<file path="config.mk">
export PLATFORM = sky130hd
export DESIGN_NAME = alu_div_sequencer
export DESIGN_NICKNAME = d
export VERILOG_FILES = /design/src/rtl/alu_div_sequencer_pkg.sv /design/src/rtl/alu_div_sequencer.sv
export SDC_FILE = /design/constraint.sdc
export NUM_CORES = 1
export LEC_CHECK = 0
export CORE_ASPECT_RATIO = 1.25
export CORE_MARGIN = 2
export CORE_UTILIZATION = 45
export DETAILED_ROUTE_END_ITERATION = 10
export GPL_TIMING_DRIVEN = 0
export MAX_ROUTING_LAYER = met4
export PLACE_DENSITY = 0.82
export RECOVER_POWER = 25
export SLEW_MARGIN = 20
export SYNTH_ARGS = -nofsm -noshare
export SYNTH_HDL_FRONTEND = slang
export SYNTH_SLANG_ARGS = --single-unit
</file>
<file path="constraint.sdc">
create_clock -name clk -period 3.71 [get_ports clk]
set_clock_uncertainty 0.05 [all_clocks]
set_input_delay 1.113 -clock clk [delete_from_list [all_inputs] [get_ports clk]]
set_output_delay 1.113 -clock clk [all_outputs]
set_load 0.05 [all_outputs]
</file>
<file path="src/rtl/alu_div_sequencer_pkg.sv">
// rtl/alu_div_sequencer_pkg.sv - shared constants for the sequenced RV32M divider
//
// Purpose: state encoding for the divider FSM, the ALU function codes the
// divider drives onto the shared ALU, and RV32M funct3 decode constants.
// Ports: none (package).

package alu_div_sequencer_pkg;

  typedef enum logic [2:0] {
    ST_IDLE    = 3'd0,
    ST_NEG_DVD = 3'd1,
    ST_NEG_DVS = 3'd2,
    ST_ITER    = 3'd3,
    ST_NEG_RES = 3'd4,
    ST_DONE    = 3'd5
  } div_state_e;

  // Shared ALU function select codes
  localparam logic [3:0] FN_ADD = 4'b0000;
  localparam logic [3:0] FN_SUB = 4'b0001;
  localparam logic [3:0] FN_AND = 4'b0010;
  localparam logic [3:0] FN_OR  = 4'b0011;
  localparam logic [3:0] FN_XOR = 4'b0100;

  // RV32M funct3 encodings for the divide group
  localparam logic [2:0] F3_DIV  = 3'b100;
  localparam logic [2:0] F3_DIVU = 3'b101;
  localparam logic [2:0] F3_REM  = 3'b110;
  localparam logic [2:0] F3_REMU = 3'b111;

  // funct3 bit 0 clear means a signed op, bit 1 set means remainder
  function automatic logic f3_is_signed(input logic [2:0] f3);
    return ~f3[0];
  endfunction

  function automatic logic f3_want_rem(input logic [2:0] f3);
    return f3[1];
  endfunction

endpackage

</file>
<file path="src/rtl/alu_div_sequencer.sv">
// rtl/alu_div_sequencer.sv - multi-cycle restoring divider driving the shared ALU
//
// Purpose: RV32M DIV/DIVU/REM/REMU. One ALU subtract per cycle; the ALU carry
// (1 = no borrow) forms one quotient bit per ITER cycle. Signed ops negate the
// operands before and the selected result after the 32 iterations, giving a
// fixed latency per op type.
// Ports:
//   clk, rst_n                 clock, asynchronous active-low reset
//   start, is_signed, want_rem request and op type, sampled only in IDLE
//   dividend, divisor          operands, captured at start
//   busy, done, div_by_zero    status; done is a one-cycle pulse
//   result                     quotient or remainder, held after done
//   alu_a, alu_b, alu_fn       operands/function driven onto the shared ALU
//   alu_r, alu_cf              combinational ALU result and carry

module alu_div_sequencer
  import alu_div_sequencer_pkg::*;
#(
  parameter int XLEN = 32
) (
  input  logic            clk,
  input  logic            rst_n,
  input  logic            start,
  input  logic            is_signed,
  input  logic            want_rem,
  input  logic [XLEN-1:0] dividend,
  input  logic [XLEN-1:0] divisor,
  output logic            busy,
  output logic            done,
  output logic            div_by_zero,
  output logic [XLEN-1:0] result,
  output logic [XLEN-1:0] alu_a,
  output logic [XLEN-1:0] alu_b,
  output logic [3:0]      alu_fn,
  input  logic [XLEN-1:0] alu_r,
  input  logic            alu_cf
);

  div_state_e state_q, state_d;

  logic [XLEN-1:0] dvd_q;     // dividend magnitude, shifts into the quotient
  logic [XLEN-1:0] dvs_q;     // divisor magnitude
  logic [XLEN-1:0] rem_q;     // partial remainder
  logic [4:0]      cnt_q;
  logic            is_signed_q;
  logic            want_rem_q;
  logic            sign_q_q;  // quotient must be negated
  logic            sign_r_q;  // remainder must be negated (follows dividend)
  logic            dbz_q;

  logic [XLEN-1:0] rem_n;
  logic [XLEN-1:0] dvd_n;
  logic [XLEN-1:0] res_sel;
  logic            res_neg;

  // Restoring step: keep the difference when no borrow, else the shifted-in value.
  // The partial remainder after step k is < 2^k, so 32 bits never overflow.
  assign rem_n   = alu_cf ? alu_r : alu_a;
  assign dvd_n   = {dvd_q[XLEN-2:0], alu_cf};
  assign res_sel = want_rem_q ? rem_q : dvd_q;
  assign res_neg = want_rem_q ? sign_r_q : sign_q_q;

  assign busy        = (state_q != ST_IDLE);
  assign done        = (state_q == ST_DONE);
  assign div_by_zero = dbz_q;

  always_ff @(posedge clk or negedge rst_n) begin
    if (!rst_n) begin
      state_q <= ST_IDLE;
    end else begin
      state_q <= state_d;
    end
  end

  always_comb begin
    state_d = state_q;
    alu_a   = '0;
    alu_b   = '0;
    alu_fn  = FN_ADD;
    case (state_q)
      ST_IDLE: begin
        if (start) begin
          if (divisor == '0) begin
            state_d = ST_DONE;
          end else if (is_signed) begin
            state_d = ST_NEG_DVD;
          end else begin
            state_d = ST_ITER;
          end
        end
      end
      ST_NEG_DVD: begin
        alu_b   = dvd_q;
        alu_fn  = FN_SUB;
        state_d = ST_NEG_DVS;
      end
      ST_NEG_DVS: begin
        alu_b   = dvs_q;
        alu_fn  = FN_SUB;
        state_d = ST_ITER;
      end
      ST_ITER: begin
        alu_a  = {rem_q[XLEN-2:0], dvd_q[XLEN-1]};
        alu_b  = dvs_q;
        alu_fn = FN_SUB;
        if (cnt_q == 5'd31) begin
          state_d = is_signed_q ? ST_NEG_RES : ST_DONE;
        end
      end
      ST_NEG_RES: begin
        alu_b   = res_sel;
        alu_fn  = FN_SUB;
        state_d = ST_DONE;
      end
      ST_DONE: begin
        state_d = ST_IDLE;
      end
      default: begin
        state_d = ST_IDLE;
      end
    endcase
  end

  always_ff @(posedge clk or negedge rst_n) begin
    if (!rst_n) begin
      dvd_q       <= '0;
      dvs_q       <= '0;
      rem_q       <= '0;
      cnt_q       <= '0;
      is_signed_q <= 1'b0;
      want_rem_q  <= 1'b0;
      sign_q_q    <= 1'b0;
      sign_r_q    <= 1'b0;
      dbz_q       <= 1'b0;
      result      <= '0;
    end else begin
      case (state_q)
        ST_IDLE: begin
          if (start) begin
            dvd_q       <= dividend;
            dvs_q       <= divisor;
            rem_q       <= '0;
            cnt_q       <= '0;
            is_signed_q <= is_signed;
            want_rem_q  <= want_rem;
            sign_q_q    <= dividend[XLEN-1] ^ divisor[XLEN-1];
            sign_r_q    <= dividend[XLEN-1];
            dbz_q       <= (divisor == '0);
            if (divisor == '0) begin
              result <= want_rem ? dividend : '1;
            end
          end
        end
        ST_NEG_DVD: begin
          if (dvd_q[XLEN-1]) dvd_q <= alu_r;
        end
        ST_NEG_DVS: begin
          if (dvs_q[XLEN-1]) dvs_q <= alu_r;
        end
        ST_ITER: begin
          rem_q <= rem_n;
          dvd_q <= dvd_n;
          cnt_q <= cnt_q + 5'd1;
          // Unsigned ops have no fix-up stage, so latch the result on the last step
          if (cnt_q == 5'd31 && !is_signed_q) begin
            result <= want_rem_q ? rem_n : dvd_n;
          end
        end
        ST_NEG_RES: begin
          result <= res_neg ? alu_r : res_sel;
        end
        default: ;
      endcase
    end
  end

endmodule

</file>
==> results of run 1 <==
-- sequential cells by signal, indices dropped and copies added (netlist names) --
name and cells:
rem_q 32, result 32, dvs_q 32, dvd_q 32, want_rem_q 1, sign_q_q 1
is_signed_q 1, cnt_q 5, sign_r_q 1, div_by_zero 1, state_q 3
-- routing by layer --
layer	track usage, %	up-vias	wire length, um
li1	-	4475	-
met1	43.2	4927	14000
met2	57.5	902	17900
met3	9.03	213	4590
met4	22.6	0	2470
met5	-	-	0
-- cells in the final DEF, fill, tap and decap left out, types with 17 or more instances in the layout --
master / count
sky130_fd_sc_hd__nand2_1: 147
sky130_fd_sc_hd__dfrtp_1: 140
sky130_fd_sc_hd__clkdlybuf4s50_1: 134
sky130_fd_sc_hd__o21ai_0: 101
sky130_fd_sc_hd__nor2_1: 70
sky130_fd_sc_hd__inv_1: 69
sky130_fd_sc_hd__a21oi_1: 66
sky130_fd_sc_hd__clkbuf_1: 64
sky130_fd_sc_hd__mux2_2: 63
sky130_fd_sc_hd__o211ai_1: 63
sky130_fd_sc_hd__buf_2: 48
sky130_fd_sc_hd__nand3_1: 39
sky130_fd_sc_hd__clkdlybuf4s15_2: 35
sky130_fd_sc_hd__a31oi_1: 34
sky130_fd_sc_hd__and2_1: 33
sky130_fd_sc_hd__a222oi_1: 32
sky130_fd_sc_hd__o22ai_1: 32
sky130_fd_sc_hd__a221oi_1: 32
sky130_fd_sc_hd__mux2i_1: 32
sky130_fd_sc_hd__clkbuf_16: 17
-- worst min-delay path by stage --
stage | end | slack (ns)
final | dvs_q[19] | 0.44
after global routing | dvs_q[19] | 0.46
after CTS | dvs_q[19] | 0.45
after detailed placement | dvs_q[19] | 0.44
after global placement | dvs_q[22] | 0.43
after floorplan | cnt_q[2] | 0.41
-- cell families (layout without fill, tap and decap cells) --
family	count (synthesis)	in the layout	synth area share, %
compound gates	373	373	26.3
xor+xnor	3	3	0.287
fa+ha+maj	2	2	0.273
buf+inv	183	414	8.23
flops	141	141	38.5
mux	95	95	11.2
other cells	1	3	0.0410
simple gates	310	310	15.0
-- cell type report --
class | count | area share, %
multi-input cells | 786 | 40.5
flip-flops and latches | 141 | 29.2
plain buffers | 111 | 4.35
clock inverters | 5 | 0.642
repair buffers | 202 | 16.0
well taps | 270 | 2.80
clock buffers | 27 | 4.33
inverters | 69 | 2.15
-- where the power goes --
part           total (mW)  internal [mW]  switching, mW
registers            3.10           2.29          0.810
clock network        1.79           1.10          0.693
logic                7.13           2.38           4.74
-- worst max-delay path: stages, from the launching register on --
cell	delay (ns)
sky130_fd_sc_hd__dfrtp_1	0.42
sky130_fd_sc_hd__clkbuf_4	0.23
sky130_fd_sc_hd__nor4bb_1	0.28
sky130_fd_sc_hd__clkbuf_4	0.28
sky130_fd_sc_hd__buf_4	0.23
sky130_fd_sc_hd__a222oi_1	0.11
sky130_fd_sc_hd__inv_1	0.10
sky130_fd_sc_hd__clkdlybuf4s15_2	0.37
-- timing repair --
action | in CTS | in global routing
setup buffers | 0 | 2
cloned | 0 | 0
setup endpoints to repair | 65 | 61
pin swaps | 2 | 1
resized for setup | 243 | 19
-- metrics by stage --
step	power [mW]	area (um2)	setup TNS [ns]
CTS	11.9	12100	0
detailed placement	10.3	11500	-15.60
floorplan	7.78	9160	0
finish	12.0	12100	0
global route	12.5	12100	-0.00817
global placement	10.2	11500	-643.80
==> results.rst, run 1 <==
.. list-table::
   :header-rows: 1

   * - Metric
     - Value
   * - Number of nets still failing antenna checks after routing
     - 0
   * - Actual slew at the worst max-slew pin
     - 1.72 ns
   * - Iteration-0 DRC count of the detailed router
     - 1,538
   * - Critical path class
     - flip-flop to output pin
   * - Capturing element type of the critical path
     - output pin
   * - Number of cells on the worst hold path
     - 2
   * - Worst Reg-to-Reg Cells
     - 8
   * - Number of remaining DRC errors
     - 0
   * - Final Wtd Congestion
     - 1.00
   * - Largest net degree at the start of global routing
     - 78
   * - Initial cell density of the core
     - 45.7%
   * - Detailed-route wire length
     - 39.0 mm
   * - Number of placed cells counting well taps
     - 1,580
   * - Distinct cell type count of the synthesized netlist
     - 39
   * - Clk Tree Root Cell
     - sky130_fd_sc_hd__clkbuf_16
   * - Number of pins with negative max-slew slack in the final report
     - 66
   * - Total die area
     - 0.0215 mm2
   * - Status
     - finished with violations
   * - Placeable core region
     - 0.0200 mm2
   * - Initial antenna violation count
     - 0
   * - Share of layout cells above drive strength 1
     - 15.6%
   * - Count of state elements after synthesis
     - 141
   * - Sequential element share of the synthesized area
     - 38.5%
   * - Post-Syn Instances
     - 1,108
   * - Hold WC Path Type
     - flip-flop to flip-flop
   * - Number of global-route vias before repair
     - 10,300
   * - Worst IR Drop VDD
     - 636 uV
   * - Clk Latency, worst-skew pair
     - 0.44 ns
   * - Router iterations before antenna repair
     - 8
   * - Clock buffer count from CTS
     - 17
   * - Worst Hold Slack
     - 0.443 ns
   * - Unrepaired setup endpoints after global routing
     - yes
   * - Relative area change from synthesis to final layout
     - 31.9%
   * - Endpoints failing setup
     - 0
   * - Diode count
     - 0
   * - Min setup slack post-route
     - 0.0605 ns
   * - Number of sinks driven by the clock tree
     - 141
   * - Port-buffer cells
     - 199
   * - Synth async-reset ratio
     - 100%
   * - Wire length of the first global-routing pass
     - 58.9 mm
   * - Number of vias per cell
     - 6.53
   * - Violated checks
     - max-capacitance violations, max-slew violations
   * - Arr. time, crit path
     - 2.49 ns
   * - Area of the multi-input gates
     - 0.00489 mm2
   * - Launch point of the worst hold path
     - dvs_q[19]
   * - Worst reg2reg setup slack
     - 1.12 ns
   * - End of the worst register-to-register path
     - result[2]
   * - Worst slack at placement
     - -0.401 ns
   * - Most frequent cells after synthesis
     - sky130_fd_sc_hd__nand2_1 (147), sky130_fd_sc_hd__dfrtp_1 (141), sky130_fd_sc_hd__o21ai_0 (101), sky130_fd_sc_hd__nor2_1 (71), sky130_fd_sc_hd__inv_1 (69)
   * - Power density cells
     - 995 mW/mm2
   * - Aggregate global routing overflow
     - 0
   * - Net total in the final layout
     - 1,432
   * - Number of flops mapped to enable cells by yosys
     - 0
   * - CTS Buffer Depth
     - 2
   * - Maximum clock frequency
     - 0.274 GHz
   * - Final core utilization
     - 60.3%
   * - Most instantiated library cell after synthesis
     - sky130_fd_sc_hd__nand2_1
   * - Total via count in the routed design
     - 10,500
   * - Synth warn
     - 0
   * - Max-cap violations
     - 1
   * - Critical-path maximum fanout
     - 10
   * - Register area
     - 0.00353 mm2
   * - Cell types occupying the most area after synthesis
     - sky130_fd_sc_hd__dfrtp_1 (39%), sky130_fd_sc_hd__mux2_2 (7.7%), sky130_fd_sc_hd__nand2_1 (6.0%), sky130_fd_sc_hd__o21ai_0 (5.5%), sky130_fd_sc_hd__o211ai_1 (5.2%)
   * - Mean routed wirelength per cell
     - 24.2 um
   * - Total leakage power
     - 5.03 nW
   * - Clock transition at the registers of the reported paths
     - 0.06 ns
   * - Final period utilization
     - 98.4%
   * - TritonCTS clock tree
     - built
   * - Top cell type's share of synthesized area
     - 38.5%
   * - Hold-fix buffer count after cts
     - 0
   * - Maximum level of the CTS H-tree
     - 4
   * - Cell type with the highest aggregate area in the netlist
     - sky130_fd_sc_hd__dfrtp_1
   * - Floorplan row count
     - 58
   * - Synth Flop Type
     - sky130_fd_sc_hd__dfrtp_1
   * - Die width
     - 132 um
   * - Critical path destination
     - alu_b[27]
   * - Half-perimeter wire length after placement
     - 27.2 mm
   * - Kind of launch point of the worst setup path
     - flip-flop
   * - Number of primary I/O pins
     - 205
   * - Clock period minus worst slack
     - 3.65 ns
   * - Non-filler cells, final
     - 1,611
   * - Post-Synthesis Mean Instance Area
     - 8.26 um2
   * - Hold Violations, Final
     - 0
   * - Cell area after synthesis
     - 0.00916 mm2
   * - Relative slew slack
     - -14.4%
   * - Startpoint of the worst setup timing path
     - state_q[1]
   * - Global Route Usage Sum
     - 36.9%
   * - Vertical extent of the die
     - 163 um
   * - Filler cells
     - 1,844
   * - Reg-to-reg critical path startpoint
     - cnt_q[0]
   * - Data required time at the worst endpoint
     - 2.55 ns
Power figures use the tool's default switching activity.
==> inputs of run 2 (changes only) <==
CAP_MARGIN = 20   (was not set)
==> results of run 2 <==
No change in the layout: final DEF, timing and power equal those of run 1.
==> inputs of run 3 (changes only) <==
TNS_END_PERCENT = 1   (was not set)
==> results.rst, run 3 (synthesis results as in run 1) <==
.. list-table::
   :header-rows: 1

   * - Metric
     - Value
   * - Diode count
     - 0 (unchanged)
   * - Leading cell type in the layout, fill and taps excluded
     - sky130_fd_sc_hd__nand2_1 (unchanged)
   * - Endpoints failing setup
     - 0 (unchanged)
   * - CTS Buffer Depth
     - 2 (unchanged)
   * - Relative area change from synthesis to final layout
     - 31.3% (was 31.9%)
   * - Critical-path maximum fanout
     - 10 (unchanged)
   * - Total non-filler cell area in the finished layout
     - 0.0120 mm2 (was 0.0121 mm2)
   * - Mean routed wirelength per cell
     - 24.1 um (was 24.2 um)
   * - Number of cells on the worst hold path
     - 2 (unchanged)
   * - Max-cap violations
     - 1 (unchanged)
   * - Placed Instance Area
     - 0.0115 mm2 (unchanged)
   * - Worst Hold Slack
     - 0.444 ns (was 0.443 ns)
   * - Hold Violations, Final
     - 0 (unchanged)
   * - Iteration-0 DRC count of the detailed router
     - 1,701 (was 1,538)
   * - Floorplan row count
     - 58 (unchanged)
   * - Capturing element type of the critical path
     - output pin (unchanged)
   * - Total via count in the routed design
     - 10,500 (about the same)
   * - Wire length of the first global-routing pass
     - 58.9 mm (about the same)
   * - Number of primary I/O pins
     - 205 (unchanged)
   * - Half-perimeter wire length after placement
     - 27.2 mm (unchanged)
   * - Vertical extent of the die
     - 163 um (unchanged)
   * - Share of layout cells above drive strength 1
     - 15.4% (was 15.6%)
   * - Actual slew at the worst max-slew pin
     - 1.70 ns (was 1.72 ns)
   * - Unrepaired setup endpoints after global routing
     - yes (unchanged)
   * - Critical path class
     - flip-flop to output pin (unchanged)
   * - Worst slack at placement
     - -0.401 ns (unchanged)
   * - Number of remaining DRC errors
     - 0 (unchanged)
   * - Number of sinks driven by the clock tree
     - 141 (unchanged)
   * - Number of pins with negative max-slew slack in the final report
     - 66 (unchanged)
   * - Hold WC Path Type
     - flip-flop to flip-flop (unchanged)
   * - Clk Tree Root Cell
     - sky130_fd_sc_hd__clkbuf_16 (unchanged)
   * - Number of nets still failing antenna checks after routing
     - 0 (unchanged)
   * - Final core utilization
     - 60.0% (was 60.3%)
   * - Non-filler cells, final
     - 1,610 (was 1,611)
   * - Kind of launch point of the worst setup path
     - flip-flop (unchanged)
   * - Net total in the final layout
     - 1,431 (was 1,432)
   * - Initial cell density of the core
     - 45.7% (unchanged)
   * - Number of vias per cell
     - 6.50 (was 6.53)
   * - Maximum clock frequency
     - 0.270 GHz (was 0.274 GHz)
   * - Clk Latency, worst-skew pair
     - 0.44 ns (about the same)
   * - Total power
     - 12.0 mW (about the same)
   * - Relative slew slack
     - -13.2% (was -14.4%)
   * - Clock buffer count from CTS
     - 17 (unchanged)
   * - Maximum level of the CTS H-tree
     - 4 (unchanged)
   * - Total leakage power
     - 5.02 nW (was 5.03 nW)
   * - Hold-fix buffer count after cts
     - 0 (unchanged)
   * - Final Wtd Congestion
     - 1.00 (unchanged)
   * - Violated checks
     - max-capacitance violations, max-slew violations (unchanged)
   * - Power density cells
     - 995 mW/mm2 (about the same)
   * - Number of placed cells counting well taps
     - 1,580 (unchanged)
   * - Clock period minus worst slack
     - 3.70 ns (was 3.65 ns)
   * - Min setup slack post-route
     - 0.00964 ns (was 0.0605 ns)
   * - Number of global-route vias before repair
     - 10,200 (was 10,300)
   * - Filler cells
     - 1,865 (was 1,844)
   * - Worst Reg-to-Reg Cells
     - 8 (unchanged)
   * - Detailed-route wire length
     - 38.8 mm (was 39.0 mm)
   * - Placeable core region
     - 0.0200 mm2 (unchanged)
   * - Router iterations before antenna repair
     - 7 (was 8)
   * - Top library cells by usage in the layout, fill and taps aside
     - sky130_fd_sc_hd__nand2_1 (147), sky130_fd_sc_hd__dfrtp_1 (140), sky130_fd_sc_hd__clkdlybuf4s50_1 (134) (unchanged)
   * - Worst reg2reg setup slack
     - 1.11 ns (was 1.12 ns)
   * - Global Route Usage Sum
     - 36.9% (about the same)
   * - Data required time at the worst endpoint
     - 2.55 ns (about the same)
   * - Clock transition at the registers of the reported paths
     - 0.06 ns (about the same)
   * - Largest net degree at the start of global routing
     - 78 (unchanged)
   * - Port-buffer cells
     - 199 (unchanged)
   * - Initial antenna violation count
     - 0 (unchanged)
   * - Aggregate global routing overflow
     - 0 (unchanged)
   * - Final period utilization
     - 99.7% (was 98.4%)
   * - Total die area
     - 0.0215 mm2 (unchanged)
   * - Total Negative Setup Slacks
     - 0 ns (unchanged)
   * - TritonCTS clock tree
     - built (unchanged)
   * - Arr. time, crit path
     - 2.54 ns (was 2.49 ns)
   * - Die width
     - 132 um (unchanged)
   * - Status
     - finished with violations (unchanged)
   * - Worst IR Drop VDD
     - 635 uV (was 636 uV)
## run 3: area by class of cell
cell class / count / area (um2) / area share [%]
Buffer: 112 / 529 / 4.40
Clock buffer: 27 / 523 / 4.35
Clock inverter: 5 / 77.6 / 0.646
Inverter: 69 / 259 / 2.16
Multi-Input combinational cell: 786 / 4900 / 40.8
Sequential cell: 141 / 3530 / 29.4
Tap cell: 270 / 338 / 2.81
Timing Repair Buffer: 200 / 1860 / 15.5
## run 3: final timing paths
path,startpoint,endpoint
setup / recovery,state_q[2],alu_b[30]
hold / removal,dvs_q[19],dvs_q[19]
setup reg to reg,cnt_q[0],result[2]
hold reg to reg,dvs_q[19],dvs_q[19]
max in group asynchronous,rst_n,rem_q[7]
min in group asynchronous,rst_n,dvs_q[26]
## run 3: repair_timing
action	4_1_cts	5_1_grt
endpoints found under the setup margin	65	62
pin swaps	3	6
setup buffers	0	0
gates resized for setup	193	90
## run 3: critical path: stages, from the launching register on
cell and delay [ns]:
sky130_fd_sc_hd__dfrtp_2 0.47, sky130_fd_sc_hd__buf_4 0.20, sky130_fd_sc_hd__nor4bb_1 0.13, sky130_fd_sc_hd__clkbuf_4 0.21, sky130_fd_sc_hd__clkbuf_4 0.23, sky130_fd_sc_hd__a222oi_1 0.53
sky130_fd_sc_hd__inv_1 0.10, sky130_fd_sc_hd__buf_4 0.21
## run 3: power breakdown
part | switching, mW | leakage [nW] | total, mW | internal (mW)
logic | 4.73 | 3.10 | 7.07 | 2.34
clock network | 0.692 | 0.294 | 1.79 | 1.10
registers | 0.806 | 1.62 | 3.10 | 2.29
total | 6.23 | 5.02 | 12.0 | 5.73
## run 3: metal layers
layer,vias to the layer above,GRT usage (%),share of wire [%]
met5,-,-,0
met3,213,8.88,11
met1,4910,43.2,36
met4,0,22.5,6.5
li1,4473,-,-
met2,873,57.6,46
